===== config.mk =====
export PLATFORM = sky130hd
export DESIGN_NAME = frame_sequencer
export DESIGN_NICKNAME = d
export VERILOG_FILES = /design/src/rtl/frame_sequencer.sv
export SDC_FILE = /design/constraint.sdc
export NUM_CORES = 1
export LEC_CHECK = 0
export ABC_AREA = 1
export BUFFER_PORTS_ARGS = -buffer_cell sky130_fd_sc_hd__buf_4
export CAP_MARGIN = 20
export CORE_MARGIN = 2
export CORE_UTILIZATION = 53
export CTS_BUF_LIST = sky130_fd_sc_hd__clkbuf_16
export CTS_CLUSTER_SIZE = 10
export DETAILED_ROUTE_END_ITERATION = 8
export GPL_ROUTABILITY_DRIVEN = 0
export PLACE_DENSITY = 0.74
export SLEW_MARGIN = 20
export SYNTH_ARGS = -nofsm -noshare
export SYNTH_HDL_FRONTEND = slang
export SYNTH_SLANG_ARGS = --single-unit

===== constraint.sdc =====
create_clock -name clk -period 1.75 [get_ports clk]
set_input_delay 0.0875 -clock clk [delete_from_list [all_inputs] [get_ports clk]]
set_output_delay 0.0875 -clock clk [all_outputs]
set_load 0.05 [all_outputs]

===== src/rtl/frame_sequencer.sv =====
`default_nettype none
// ============================================================================
//  Module   : frame_sequencer
//  Purpose  : Paced INPUT -> ACTION -> DISPLAY controller. Each frame starts
//             on a frame-rate tick and uses enable/done handshakes. A
//             per-stage watchdog aborts a stalled stage.
//  Revision : 1.0 - initial release
// ============================================================================
module frame_sequencer #(
  parameter int FRAME_CYCLES = 16,
  parameter int TIMEOUT      = 8
) (
  input  logic       clk,
  input  logic       rst_n,
  input  logic       ena,
  input  logic       pause_i,
  output logic       e_inp_o,
  input  logic       d_inp_i,
  output logic       e_act_o,
  input  logic       d_act_i,
  output logic       e_disp_o,
  input  logic       d_disp_i,
  output logic [1:0] state_o,
  output logic       busy_o,
  output logic [7:0] frame_cnt_o,
  output logic       timeout_o,
  output logic [1:0] err_stage_o,
  output logic       overrun_o
);

  // Phase codes are visible on state_o and err_stage_o.
  typedef enum logic [1:0] {
    S_WAIT    = 2'b00,
    S_INPUT   = 2'b01,
    S_ACTION  = 2'b11,
    S_DISPLAY = 2'b10
  } state_t;

  localparam int TW = (FRAME_CYCLES > 1) ? $clog2(FRAME_CYCLES) : 1;
  localparam int CW = (TIMEOUT > 1) ? $clog2(TIMEOUT) : 1;
  localparam logic [TW-1:0] C_TICK_VAL = TW'(FRAME_CYCLES - 1);
  // With TIMEOUT == 0 the compare value is irrelevant because C_WD_EN masks it.
  localparam logic [CW-1:0] C_TO_LAST  = CW'((TIMEOUT > 0) ? (TIMEOUT - 1) : 0);
  localparam logic          C_WD_EN    = (TIMEOUT != 0);

  state_t          r_state;
  state_t          w_state_nx;
  logic [TW-1:0]   r_timer;
  logic [CW-1:0]   r_stage_cnt;
  logic            w_tick;
  logic            w_stage_done;
  logic            w_frame_done;
  logic            w_fault;
  logic            w_wd_expire;

  assign w_tick      = (r_timer == C_TICK_VAL);
  assign w_wd_expire = C_WD_EN && (r_stage_cnt == C_TO_LAST);
  assign state_o     = r_state;
  assign busy_o      = (r_state != S_WAIT);

  // Only the done belonging to the currently enabled stage is observed.
  always_comb begin
    w_stage_done = 1'b0;
    case (r_state)
      S_INPUT:   w_stage_done = d_inp_i;
      S_ACTION:  w_stage_done = d_act_i;
      S_DISPLAY: w_stage_done = d_disp_i;
      default:   w_stage_done = 1'b0;
    endcase
  end

  // Next-state decode; a done in the expiry cycle beats the watchdog.
  always_comb begin
    w_state_nx   = r_state;
    w_frame_done = 1'b0;
    w_fault      = 1'b0;
    if (r_state == S_WAIT) begin
      if (w_tick && !pause_i) begin
        w_state_nx = S_INPUT;
      end
    end else if (w_stage_done) begin
      case (r_state)
        S_INPUT:  w_state_nx = S_ACTION;
        S_ACTION: w_state_nx = S_DISPLAY;
        default: begin
          w_state_nx   = S_WAIT;
          w_frame_done = 1'b1;
        end
      endcase
    end else if (w_wd_expire) begin
      w_state_nx = S_WAIT;
      w_fault    = 1'b1;
    end
  end

  // State register; everything holds while ena is low.
  always_ff @(posedge clk or negedge rst_n) begin
    if (!rst_n) begin
      r_state <= S_WAIT;
    end else if (ena) begin
      r_state <= w_state_nx;
    end
  end

  // Frame timer, stage watchdog counter, registered enables and status.
  always_ff @(posedge clk or negedge rst_n) begin
    if (!rst_n) begin
      r_timer     <= '0;
      r_stage_cnt <= '0;
      e_inp_o     <= 1'b0;
      e_act_o     <= 1'b0;
      e_disp_o    <= 1'b0;
      frame_cnt_o <= 8'd0;
      timeout_o   <= 1'b0;
      err_stage_o <= 2'b00;
      overrun_o   <= 1'b0;
    end else if (ena) begin
      r_timer <= w_tick ? '0 : r_timer + 1'b1;

      // Clear on every phase change, otherwise count cycles without done.
      if (w_state_nx != r_state) begin
        r_stage_cnt <= '0;
      end else if ((r_state != S_WAIT) && !w_stage_done) begin
        r_stage_cnt <= r_stage_cnt + 1'b1;
      end

      e_inp_o  <= (w_state_nx == S_INPUT);
      e_act_o  <= (w_state_nx == S_ACTION);
      e_disp_o <= (w_state_nx == S_DISPLAY);

      if (w_frame_done) begin
        frame_cnt_o <= frame_cnt_o + 8'd1;
      end

      if (w_fault) begin
        timeout_o   <= 1'b1;
        err_stage_o <= r_state;
      end

      overrun_o <= w_tick && (r_state != S_WAIT);
    end
  end

endmodule
`default_nettype wire


==> out/results.ini, run 1 <==
[outcome]
outcome = finished, final reports clean

[yosys]
synth_ff_type = dfrtp_1
yosys-top-cells-count = nand2_1 (45), dfrtp_1 (24), inv_1 (17)
synth_top_area_cell = dfrtp_1
netlist_area_um2 = 1220
synth_compound_area_frac = 0.0410
synth_nets = 151
synthTopCellsByArea = dfrtp_1 (49%), nand2_1 (14%), inv_1 (5.2%), ha_1 (4.1%), nand4_1 (3.6%)
synth_adder_area_share = 0.0410
synthCells = 140
synth-simple-area-share = 0.310
ys_ff_latch = 24
synthXorXnorAreaFrac = 0.0503
yosysMostFrequentCell = nand2_1
yosysSeqAreaShare = 0.492
ys_types = 20
synth_top_family_by_area = simple AND/OR/NAND/NOR gates
ys_warn_count = 0
async_flop_share = 1.00
yosysTopAreaCellShare = 0.492
synth.avg_cell_area_um2 = 8.71
muxShareOfSynthArea = 0
synth-edff-count = 0

[layout]
syn2layout_area_growth_pct = 26.7
nNetsFinal = 180
antenna_cells = 0
final_area_um2 = 1550
drive_above_1_share = 0.238

[global_route]
grt_pass1_vias = 985
grt_usage = 0.215
grt-ovfl-total = 0
grt_antenna_before_repair = 0
grt_max_degree = 25
grt_pass1_wl_um = 4280

[worst_setup_path]
r2r_cells = 8
end_kind = register
crit_type = register to register
critPathArrivalTime_ns = 1.60
cp-start-kind = register
cp.required_ns = 1.90
r2r-start = r_stage_cnt[0]
critPathLaunch = r_stage_cnt[0]
critical_path.max_fanout = 3

[sta]
max_freq_mhz = 689
hold_violations = 0
grt_setup_unrepaired = no
skew_ns = 0.00614
setup_slack_ns = 0.299
totalNegativeSetupSlack_ns = 0
finalMaxSlewViolations = 0
slew_headroom = 0.800
period_share = 0.829
finalCriticalPeriod_ns = 1.45
finalSetupViolations = 0
worst_pin_slew_ns = 0.301

[clock_network]
clock-root-buffer = clkbuf_16
cts.sinks = 24
clockBufferDepth = 2
clock_latency_ns = 0.26
path_clk_slew_ns = 0.06
ctsHtreeMaxLevel = 1
cts_tree = done
cts_buffers = 3
cts_setup_buffers = 0
postCtsResizedCells = 0

[pwr]
power_leakage_uw = 0.000857
ir_drop_uv = 1270
p_per_area_nw_per_um2 = 1810

[detailed_routing]
drtAntennaViolNets = 0
detail_route.wl_per_cell_um = 12.1
vias_per_cell = 5.12
drc = 0
vias = 1004
dr.pass1.iters = 4
first_iter_violations = 10
wirelength_um = 2360

[die]
core-area_um2 = 2190
initial_core_util = 0.557
fp.dieArea_um2 = 2700
io_pins = 25
num_rows = 17
die_w_um = 52.0
die_y_um = 52.0

[placement]
placed_area_um2 = 1430
dpl.hpwl_um = 1750
io_buffers = 24
place_ws_ns = 0.362

[job]
drv_cap = 0

[min_path]
hp-class = primary input to register
worst_hold_path.num_cells = 3
hold_path.startpoint = ena

==> power by group <==
part	internal [µW]	switching [µW]	leakage (µW)
combinational	363	881	0.000499
clock	454	191	0.0000511
sequential	723	183	0.000307
==> layer usage <==
metal  GRT usage  part of all wire
met5           0                 0
met4      0.0658             0.015
met3      0.0345             0.033
met2       0.376              0.50
met1       0.270              0.45
==> critical path, cell delays in order, from the launching register on <==
cell	delay, ns
dfrtp_1	0.41
ha_1	0.21
ha_1	0.21
nor2_1	0.12
o21ai_1	0.08
nand2_1	0.10
nand2_1	0.10
nand2_1	0.08
nand2_1	0.04
==> final cells by class <==
class	count	area, µm²
multi-input cells	95	539
clock buffers	3	75.1
fillers	170	646
well taps	28	35.0
inverters	20	75.1
flip-flops and latches	24	601
repair buffers	25	190
clock inverters	1	30.0
==> flip-flops by register name (all words and copies together) (netlist names) <==
signal	count
frame_cnt_o	8
r_timer	4
r_stage_cnt	3
err_stage_o	2
state_o	2
e_act_o	1
e_disp_o	1
e_inp_o	1
overrun_o	1
timeout_o	1
==> cells by family after synthesis <==
logic type / Yosys count
buffers and inverters: 21
xor gates and xnor gates: 7
and+or+nand+nor: 74
AOI/OAI and AO/OA: 10
adders and majority gates: 4
DFF: 24
==> what timing repair did <==
| action | CTS | global route |
|---|---|---|
| endpoints found under the setup margin | 0 | 0 |
| hold buffers | 1 | 0 |
| hold endpoints to repair | 24 | 0 |
==> cell usage in the layout (no fill, tap or decap), types with 2 or more instances in the layout <==
cell / synthesis / layout
ha_1: 4 / 4
nand4_1: 7 / 7
nand2_2: 2 / 2
buf_4: 0 / 24
clkbuf_16: 0 / 3
inv_1: 17 / 17
xor2_1: 3 / 3
nor2_1: 5 / 5
nand2_1: 45 / 45
nand3_1: 8 / 8
nand3_2: 2 / 2
o21ai_0: 6 / 6
nand4_2: 2 / 2
o21ai_1: 3 / 3
xnor2_1: 4 / 4
inv_2: 3 / 3
dfrtp_1: 24 / 24
==> worst paths after layout <==
kind	endpoint	slack, ns
min reg2reg	timeout_o	0.47
min	r_timer[1]	0.15
min in group asynchronous	frame_cnt_o[2]	0.26
max	e_disp_o	0.30
max in group asynchronous	r_stage_cnt[1]	1.25
max reg2reg	e_disp_o	0.30
==> per-stage QoR <==
step | total power [µW] | hold WS (ns) | std cells | util
final | 2790 | 0.150 | 196 | 0.705
after global routing | 2990 | 0.168 | 196 | 0.705
after CTS | 2810 | 0.155 | 196 | 0.705
after detailed placement | 2140 | 0.00181 | 191 | 0.653
after global placement | 2100 | 0.00291 | 191 | 0.653
after floorplan | 1790 | -0.208 | 140 | -
No activity file was read; power rests on OpenSTA's default activity.
==> run 2, diff against run 1 <==
--- a/config.mk
+++ b/config.mk
@@ -5,16 +5,16 @@
 export SDC_FILE = /design/constraint.sdc
 export NUM_CORES = 1
 export LEC_CHECK = 0
-export ABC_AREA = 1
+export ABC_AREA = 0
 export BUFFER_PORTS_ARGS = -buffer_cell sky130_fd_sc_hd__buf_4
 export CAP_MARGIN = 20
 export CORE_MARGIN = 2
-export CORE_UTILIZATION = 53
+export CORE_UTILIZATION = 47
 export CTS_BUF_LIST = sky130_fd_sc_hd__clkbuf_16
 export CTS_CLUSTER_SIZE = 10
 export DETAILED_ROUTE_END_ITERATION = 8
 export GPL_ROUTABILITY_DRIVEN = 0
-export PLACE_DENSITY = 0.74
+export PLACE_DENSITY = 0.69
 export SLEW_MARGIN = 20
 export SYNTH_ARGS = -nofsm -noshare
 export SYNTH_HDL_FRONTEND = slang
==> constraint.sdc (replaced) <==
create_clock -name clk -period 1.3 [get_ports clk]
set_input_delay 0.065 -clock clk [delete_from_list [all_inputs] [get_ports clk]]
set_output_delay 0.065 -clock clk [all_outputs]
set_load 0.05 [all_outputs]
==> run 2 against run 1 <==
Effect of this change: the flow now finishes with violations (negative setup slack); critical endpoint is now err_stage_o[1]; via count is 3.5% lower; sequential power rose by 30%; highest routed layer unchanged; final cell count fell by 8.2%.
==> out/results.ini, run 2 <==
[outcome]
outcome = finished, violations left
violations = negative setup slack

[yosys]
synth-edff-count = 0  ; unchanged
yosysTopAreaCellShare = 0.526  ; +0.0334
synth_ff_type = dfrtp_1
yosys-top-cells-count = dfrtp_1 (24), nand2_1 (11), inv_1 (7)
synth_top_area_cell = dfrtp_1
synthCells = 101  ; -28%
synth.avg_cell_area_um2 = 11.3  ; +30%
yosysSeqAreaShare = 0.526  ; +0.0334
netlist_area_um2 = 1140  ; -6.4%
yosysMostFrequentCell = dfrtp_1
ys_ff_latch = 24  ; unchanged
synth_nets = 112  ; -26%
ys_types = 29  ; +45%
async_flop_share = 1.00  ; unchanged
ys_warn_count = 0  ; unchanged
synthTopCellsByArea = dfrtp_1 (53%), ha_1 (4.4%), mux2_4 (3.9%), xnor2_1 (3.8%), nand2_1 (3.6%)

[sta]
grt_setup_unrepaired = yes
finalSetupViolations = 18  ; +18
max_freq_mhz = 639  ; -7.3%
setup_slack_ns = -0.265  ; -0.564 ns
hold_violations = 0  ; unchanged
skew_ns = 0.00261  ; -0.00353 ns
slew_headroom = 0.790  ; -0.00994
totalNegativeSetupSlack_ns = -2.55  ; -2.55 ns
finalCriticalPeriod_ns = 1.57  ; +0.114 ns
finalMaxSlewViolations = 0  ; unchanged
worst_pin_slew_ns = 0.316  ; +0.0149 ns
period_share = 1.20  ; +0.375

[detailed_routing]
drc = 0  ; unchanged
wirelength_um = 3000  ; +27%
vias_per_cell = 5.38  ; +5.1%
first_iter_violations = 20  ; +10
vias = 969  ; -3.5%
dr.pass1.iters = 4  ; unchanged
drtAntennaViolNets = 0  ; unchanged
detail_route.wl_per_cell_um = 16.7  ; +38%

[global_route]
use_met2 = 0.370  ; -0.00516
grt-ovfl-total = 0  ; unchanged
grt_antenna_before_repair = 0  ; unchanged
grt_pass1_wl_um = 4370  ; +2.2%
grtUsageMet1 = 0.278  ; +0.00811
grt_pass1_vias = 920  ; -6.6%
gr-max-usage-layer = met2
use_met3 = 0.0508  ; +0.0164
grt_max_degree = 25  ; unchanged
grt_usage = 0.220  ; +0.00579

[die]
die_y_um = 53.3  ; +2.5%
die_w_um = 53.3  ; +2.5%
core-area_um2 = 2250  ; +2.9%
initial_core_util = 0.507  ; -0.0502
io_pins = 25  ; unchanged
num_rows = 17  ; unchanged
fp.dieArea_um2 = 2840  ; +5.2%

[layout]
largest_reg_flops = 8  ; unchanged
antenna_cells = 0  ; unchanged
top_register = frame_cnt_o
reg.largest.list = frame_cnt_o x8, r_timer x4, r_stage_cnt x3
final_common_cell = buf_4
seqCellArea_um2 = 607  ; +1.0%
drive_above_1_share = 0.539  ; +0.301
nNetsFinal = 164  ; -8.9%
multi_input_area_um2 = 589  ; +9.3%
fillers = 142  ; -16%
layout_common_cells = buf_4 (38), dfrtp_1 (19), nand2_1 (10), buf_6 (8), inv_1 (6)
syn2layout_area_growth_pct = 55.3

[pwr]
power_leakage_uw = 0.000876  ; +2.2%
total_power_uw = 4090  ; +46%
p_per_area_nw_per_um2 = 2310  ; +28%
ir_drop_uv = 1790  ; +41%

[clock_network]
clockBufferDepth = 2  ; unchanged
cts_buffers = 3  ; unchanged
path_clk_slew_ns = 0.06  ; about the same
clock_latency_ns = 0.26  ; about the same
ctsHtreeMaxLevel = 1  ; unchanged
cts_tree = done
clock-root-buffer = clkbuf_16
cts.sinks = 24  ; unchanged

[worst_setup_path]
critPathMaxStageDelay_ns = 0.43  ; +0.02 ns
r2r_cells = 4  ; -4
critical_path.max_fanout = 3  ; unchanged
cp.required_ns = 1.44  ; -0.46 ns
crit_type = register to register
critPathArrivalTime_ns = 1.70  ; +0.10 ns
cp-start-kind = register
crit_path_cell_trace = mux2_4 > o22ai_4 > and3_4 > mux2_4
end_kind = register
crit_top_cell = mux2_4
cp_slowest_cell = dfrtp_2

[min_path]
worst_hold_path.num_cells = 3  ; unchanged
hp-class = primary input to register

[job]
drv_cap = 0  ; unchanged

[placement]
io_buffers = 24  ; unchanged
dpl.hpwl_um = 1780  ; +1.9%

run 2: cell count changes in the layout (fill, tap and decap cells not counted), sizes merged, moves of 4 or more:
cell,before,now
nand2,47,11
o21ai,9,5
buf,24,49
nor2,6,2
nand4,10,2
o22ai,0,5
inv,20,7
nand3,10,5
mux2,0,5
run 2: stage by stage:
| stage | std cells | worst slack [ns] | utilization | hold WS [ns] | area, µm² |
|---|---|---|---|---|---|
| floorplan | 101 | -0.433 | - | -0.231 | 1160 |
| global placement | 168 | -0.184 | 0.658 | -0.0186 | 1480 |
| detailed placement | 168 | -0.225 | 0.658 | -0.0136 | 1480 |
| CTS | 178 | -0.239 | 0.756 | 0.157 | 1710 |
| global route | 180 | -0.298 | 0.787 | 0.173 | 1770 |
| finish | 180 | -0.265 | 0.787 | 0.170 | 1770 |
run 2: report_power, final:
group / internal, µW / switching, µW
combinational: 1040 / 1210
clock: 411 / 253
sequential: 985 / 195
total: 2440 / 1660
run 2: worst max-delay path: cells and delay by family (launching register included):
kind,cells,cell delay (ns)
DFF,1,0.43
muxes,2,0.63
and+or+nand+nor,1,0.23
AOI/OAI and AO/OA,1,0.16
run 2: timing repair:
item | CTS | global route
gates cloned | 0 | 0
hold buffers | 1 | 0
endpoints found under the hold margin | 24 | 0
endpoints found under the setup margin | 17 | 21
buffers inserted | 5 | 3
pin swaps | 4 | 9
resized for setup | 21 | 13
run 2: logic make-up (layout without fill, tap and decap cells):
| kind of cell | count (synthesis) | count (layout) | share of synthesized area |
|---|---|---|---|
| and+or+nand+nor | 31 | 31 | 0.149 |
| AOI/OAI and AO/OA | 18 | 18 | 0.106 |
| buffers and inverters | 10 | 61 | 0.0460 |
| xor gates and xnor gates | 8 | 8 | 0.0613 |
| adders and majority gates | 4 | 4 | 0.0438 |
| DFF | 24 | 24 | 0.526 |
| muxes | 6 | 6 | 0.0679 |
run 2: layout make-up:
cell class	count	area share
Clock buffer	3	0.0423
Clock inverter	1	0.00212
Inverter	7	0.0162
Multi-Input combinational cell	67	0.332
Sequential cell	24	0.342
Tap cell	28	0.0197
Timing Repair Buffer	50	0.245
run 2: worst paths after layout:
check                                    start  slack, ns        endpoint
worst min-delay path                       ena       0.17         e_inp_o
min in group asynchronous                rst_n       0.24      r_timer[3]
max in group asynchronous                rst_n       0.79      state_o[1]
worst max register to register      state_o[1]      -0.27  err_stage_o[1]
worst min register to register  frame_cnt_o[7]       0.46  frame_cnt_o[7]
worst max-delay path                state_o[1]      -0.27  err_stage_o[1]
run 2: routing by layer:
metal / wire [µm] / part of all wire / vias up
met5: 0 / 0 / -
met4: 17 / 0.0057 / 0
met3: 94 / 0.031 / 4
met2: 1590 / 0.53 / 26
met1: 1310 / 0.43 / 486
li1: - / - / 453
==> run 3, diff against run 2 <==
--- a/config.mk
+++ b/config.mk
@@ -8,13 +8,15 @@
 export ABC_AREA = 0
 export BUFFER_PORTS_ARGS = -buffer_cell sky130_fd_sc_hd__buf_4
 export CAP_MARGIN = 20
+export CELL_PAD_IN_SITES_DETAIL_PLACEMENT = 1
+export CELL_PAD_IN_SITES_GLOBAL_PLACEMENT = 1
 export CORE_MARGIN = 2
-export CORE_UTILIZATION = 47
+export CORE_UTILIZATION = 37
 export CTS_BUF_LIST = sky130_fd_sc_hd__clkbuf_16
 export CTS_CLUSTER_SIZE = 10
 export DETAILED_ROUTE_END_ITERATION = 8
 export GPL_ROUTABILITY_DRIVEN = 0
-export PLACE_DENSITY = 0.69
+export PLACE_DENSITY = 0.7
 export SLEW_MARGIN = 20
 export SYNTH_ARGS = -nofsm -noshare
 export SYNTH_HDL_FRONTEND = slang
==> run 3 against run 2 <==
Effect of this change: the flow still finishes with violations (negative setup slack); sequential power is 3% higher; wire length is 5.4% higher; power is 2.3% lower; combinational power is 6% lower; hold slack better by 0.010 ns.
==> out/results.ini, run 3 (synthesis results as in run 2) <==
[outcome]
outcome = finished, violations left
violations = negative setup slack

[die]
initial_core_util = 0.380  ; -0.126
io_pins = 25  ; unchanged
fp.dieArea_um2 = 3550  ; +25%
num_rows = 20  ; +3
die_w_um = 59.6  ; +12%
core-area_um2 = 3000  ; +33%
die_y_um = 59.6  ; +12%

[pwr]
pwr-share-clk = 0.166  ; +0.004
switching_share = 0.413  ; +0.00831
power_frac_comb = 0.529  ; -0.021
seq_power_share = 0.305  ; +0.017
power_leakage_uw = 0.000851  ; -2.9%
p_per_area_nw_per_um2 = 2320  ; +0.41%
ir_drop_uv = 1380  ; -23%
power_switching_uw = 1650  ; -0.28%
power.internal_uw = 2350  ; -3.7%

[global_route]
grt_pass1_vias = 983  ; +6.8%
grt_antenna_before_repair = 0  ; unchanged
grt_max_degree = 25  ; unchanged
grt_usage = 0.189  ; -0.0313
grt_pass1_wl_um = 4860  ; +11%
grt-ovfl-total = 0  ; unchanged

[layout]
antenna_cells = 0  ; unchanged
fillers = 328  ; +130%
drive_above_1_share = 0.534  ; -0.00569
reg.largest.list = frame_cnt_o x8, r_timer x4, r_stage_cnt x3
largest_reg_flops = 8  ; unchanged
final_cells = 181  ; +0.56%
layout_common_cells = buf_4 (39), dfrtp_1 (19), nand2_1 (11), inv_1 (7)
syn2layout_area_growth_pct = 51.2
nNetsFinal = 160  ; -2.4%
final_common_cell = buf_4
top_register = frame_cnt_o

[detailed_routing]
first_iter_violations = 23  ; +15%
detail_route.wl_per_cell_um = 17.5  ; +4.8%
wirelength_um = 3170  ; +5.4%
dr.pass1.iters = 4  ; unchanged
vias = 926  ; -4.4%
drtAntennaViolNets = 0  ; unchanged
drc = 0  ; unchanged
vias_per_cell = 5.12  ; -5.0%

[worst_setup_path]
crit_top_cell = mux2_4
cp_slowest_cell = dfrtp_2
cp-start-kind = register
crit_path_cell_trace = mux2_4 > o22ai_2 > and3_4 > mux2_4
end_kind = register
path_buf_inv = 0  ; unchanged
critPathArrivalTime_ns = 1.70  ; about the same
crit_type = register to register
cp.required_ns = 1.44  ; about the same
critPathMaxStageDelay_ns = 0.43  ; about the same
critical_path.max_fanout = 4  ; +1
crit_family = multiplexers

[sta]
skew_ns = 0.00609  ; +0.00348 ns
finalMaxSlewViolations = 0  ; unchanged
setup_slack_ns = -0.256  ; +0.00898 ns
finalCriticalPeriod_ns = 1.56  ; -0.00898 ns
slew_headroom = 0.784  ; -0.00581
finalSetupViolations = 13  ; -5
grt_setup_unrepaired = yes
hold_violations = 0  ; unchanged
hold_ws_ns = 0.180  ; +0.0102 ns
period_share = 1.20  ; -0.00691
max_freq_mhz = 643  ; +0.58%
worst_pin_slew_ns = 0.324  ; +0.00872 ns

[clock_network]
cts.sinks = 24  ; unchanged
path_clk_slew_ns = 0.06  ; about the same
clock_latency_ns = 0.25  ; about the same
clock-root-buffer = clkbuf_16
cts_tree = done
cts_buffers = 3  ; unchanged
clockBufferDepth = 2  ; unchanged
ctsHtreeMaxLevel = 1  ; unchanged

[placement]
dp_cells = 169  ; +0.60%
dpl.hpwl_um = 1940  ; +8.9%
io_buffers = 24  ; unchanged

[job]
drv_cap = 0  ; unchanged

[min_path]
hp-class = primary input to register

run 3: changes by cell type in the layout (fill, tap and decap cells not counted), sizes merged:
cell,delta
inv,+1
clkinv,-1
buf,-4
run 3: timing repair:
action / CTS / global route
hold endpoints to repair: 24 / 0
setup buffers: 5 / 4
hold buffers: 1 / 0
resized for setup: 19 / 10
pin swaps: 6 / 9
cloned: 0 / 0
setup endpoints to repair: 16 / 17
run 3: metal layers:
metal	part of all wire	vias to the layer above	GRT usage
met3	0.035	2	0.0262
met1	0.41	459	0.223
li1	-	444	-
met4	0.0054	0	0.0476
met5	0	-	0
met2	0.55	21	0.356
run 3: cell type report:
type | count | area [µm²] | area share
Clock buffer | 3 | 75.1 | 0.0435
Clock inverter | 1 | 3.75 | 0.00217
Inverter | 7 | 26.3 | 0.0152
Multi-Input combinational cell | 67 | 599 | 0.347
Sequential cell | 24 | 607 | 0.351
Tap cell | 33 | 41.3 | 0.0239
Timing Repair Buffer | 46 | 374 | 0.217
run 3: final timing paths:
kind,startpoint,endpoint,slack [ns],cells after the start
max reg2reg,state_o[1],err_stage_o[1],-0.26,4
max,state_o[1],err_stage_o[1],-0.26,4
min in group asynchronous,rst_n,r_timer[3],0.25,2
min reg2reg,frame_cnt_o[7],frame_cnt_o[7],0.47,1
max in group asynchronous,rst_n,state_o[1],0.78,2
min,ena,state_o[0],0.18,2
run 3: power groups by stage:
| stage | clock, µW | sequential, µW | combinational (µW) |
|---|---|---|---|
| 6_report | 664 | 1220 | 2120 |
| 5_1_grt | 705 | 1250 | 2260 |
| 4_1_cts | 675 | 1210 | 1950 |
| 3_5_place_dp | 0 | 1200 | 1740 |
| 3_3_place_gp | 0 | 1180 | 1670 |
| 2_1_floorplan | 0 | 1630 | 661 |
run 3: per-stage QoR:
step	setup TNS [ns]	util	power [µW]	instance area (µm²)	setup slack (ns)
2_1_floorplan	-3.87	-	2290	1160	-0.433
3_3_place_gp	-1.42	0.486	2850	1460	-0.193
3_5_place_dp	-2.11	0.486	2930	1460	-0.239
4_1_cts	-1.96	0.554	3830	1660	-0.235
5_1_grt	-2.76	0.575	4210	1730	-0.296
6_report	-1.98	0.575	4000	1730	-0.256
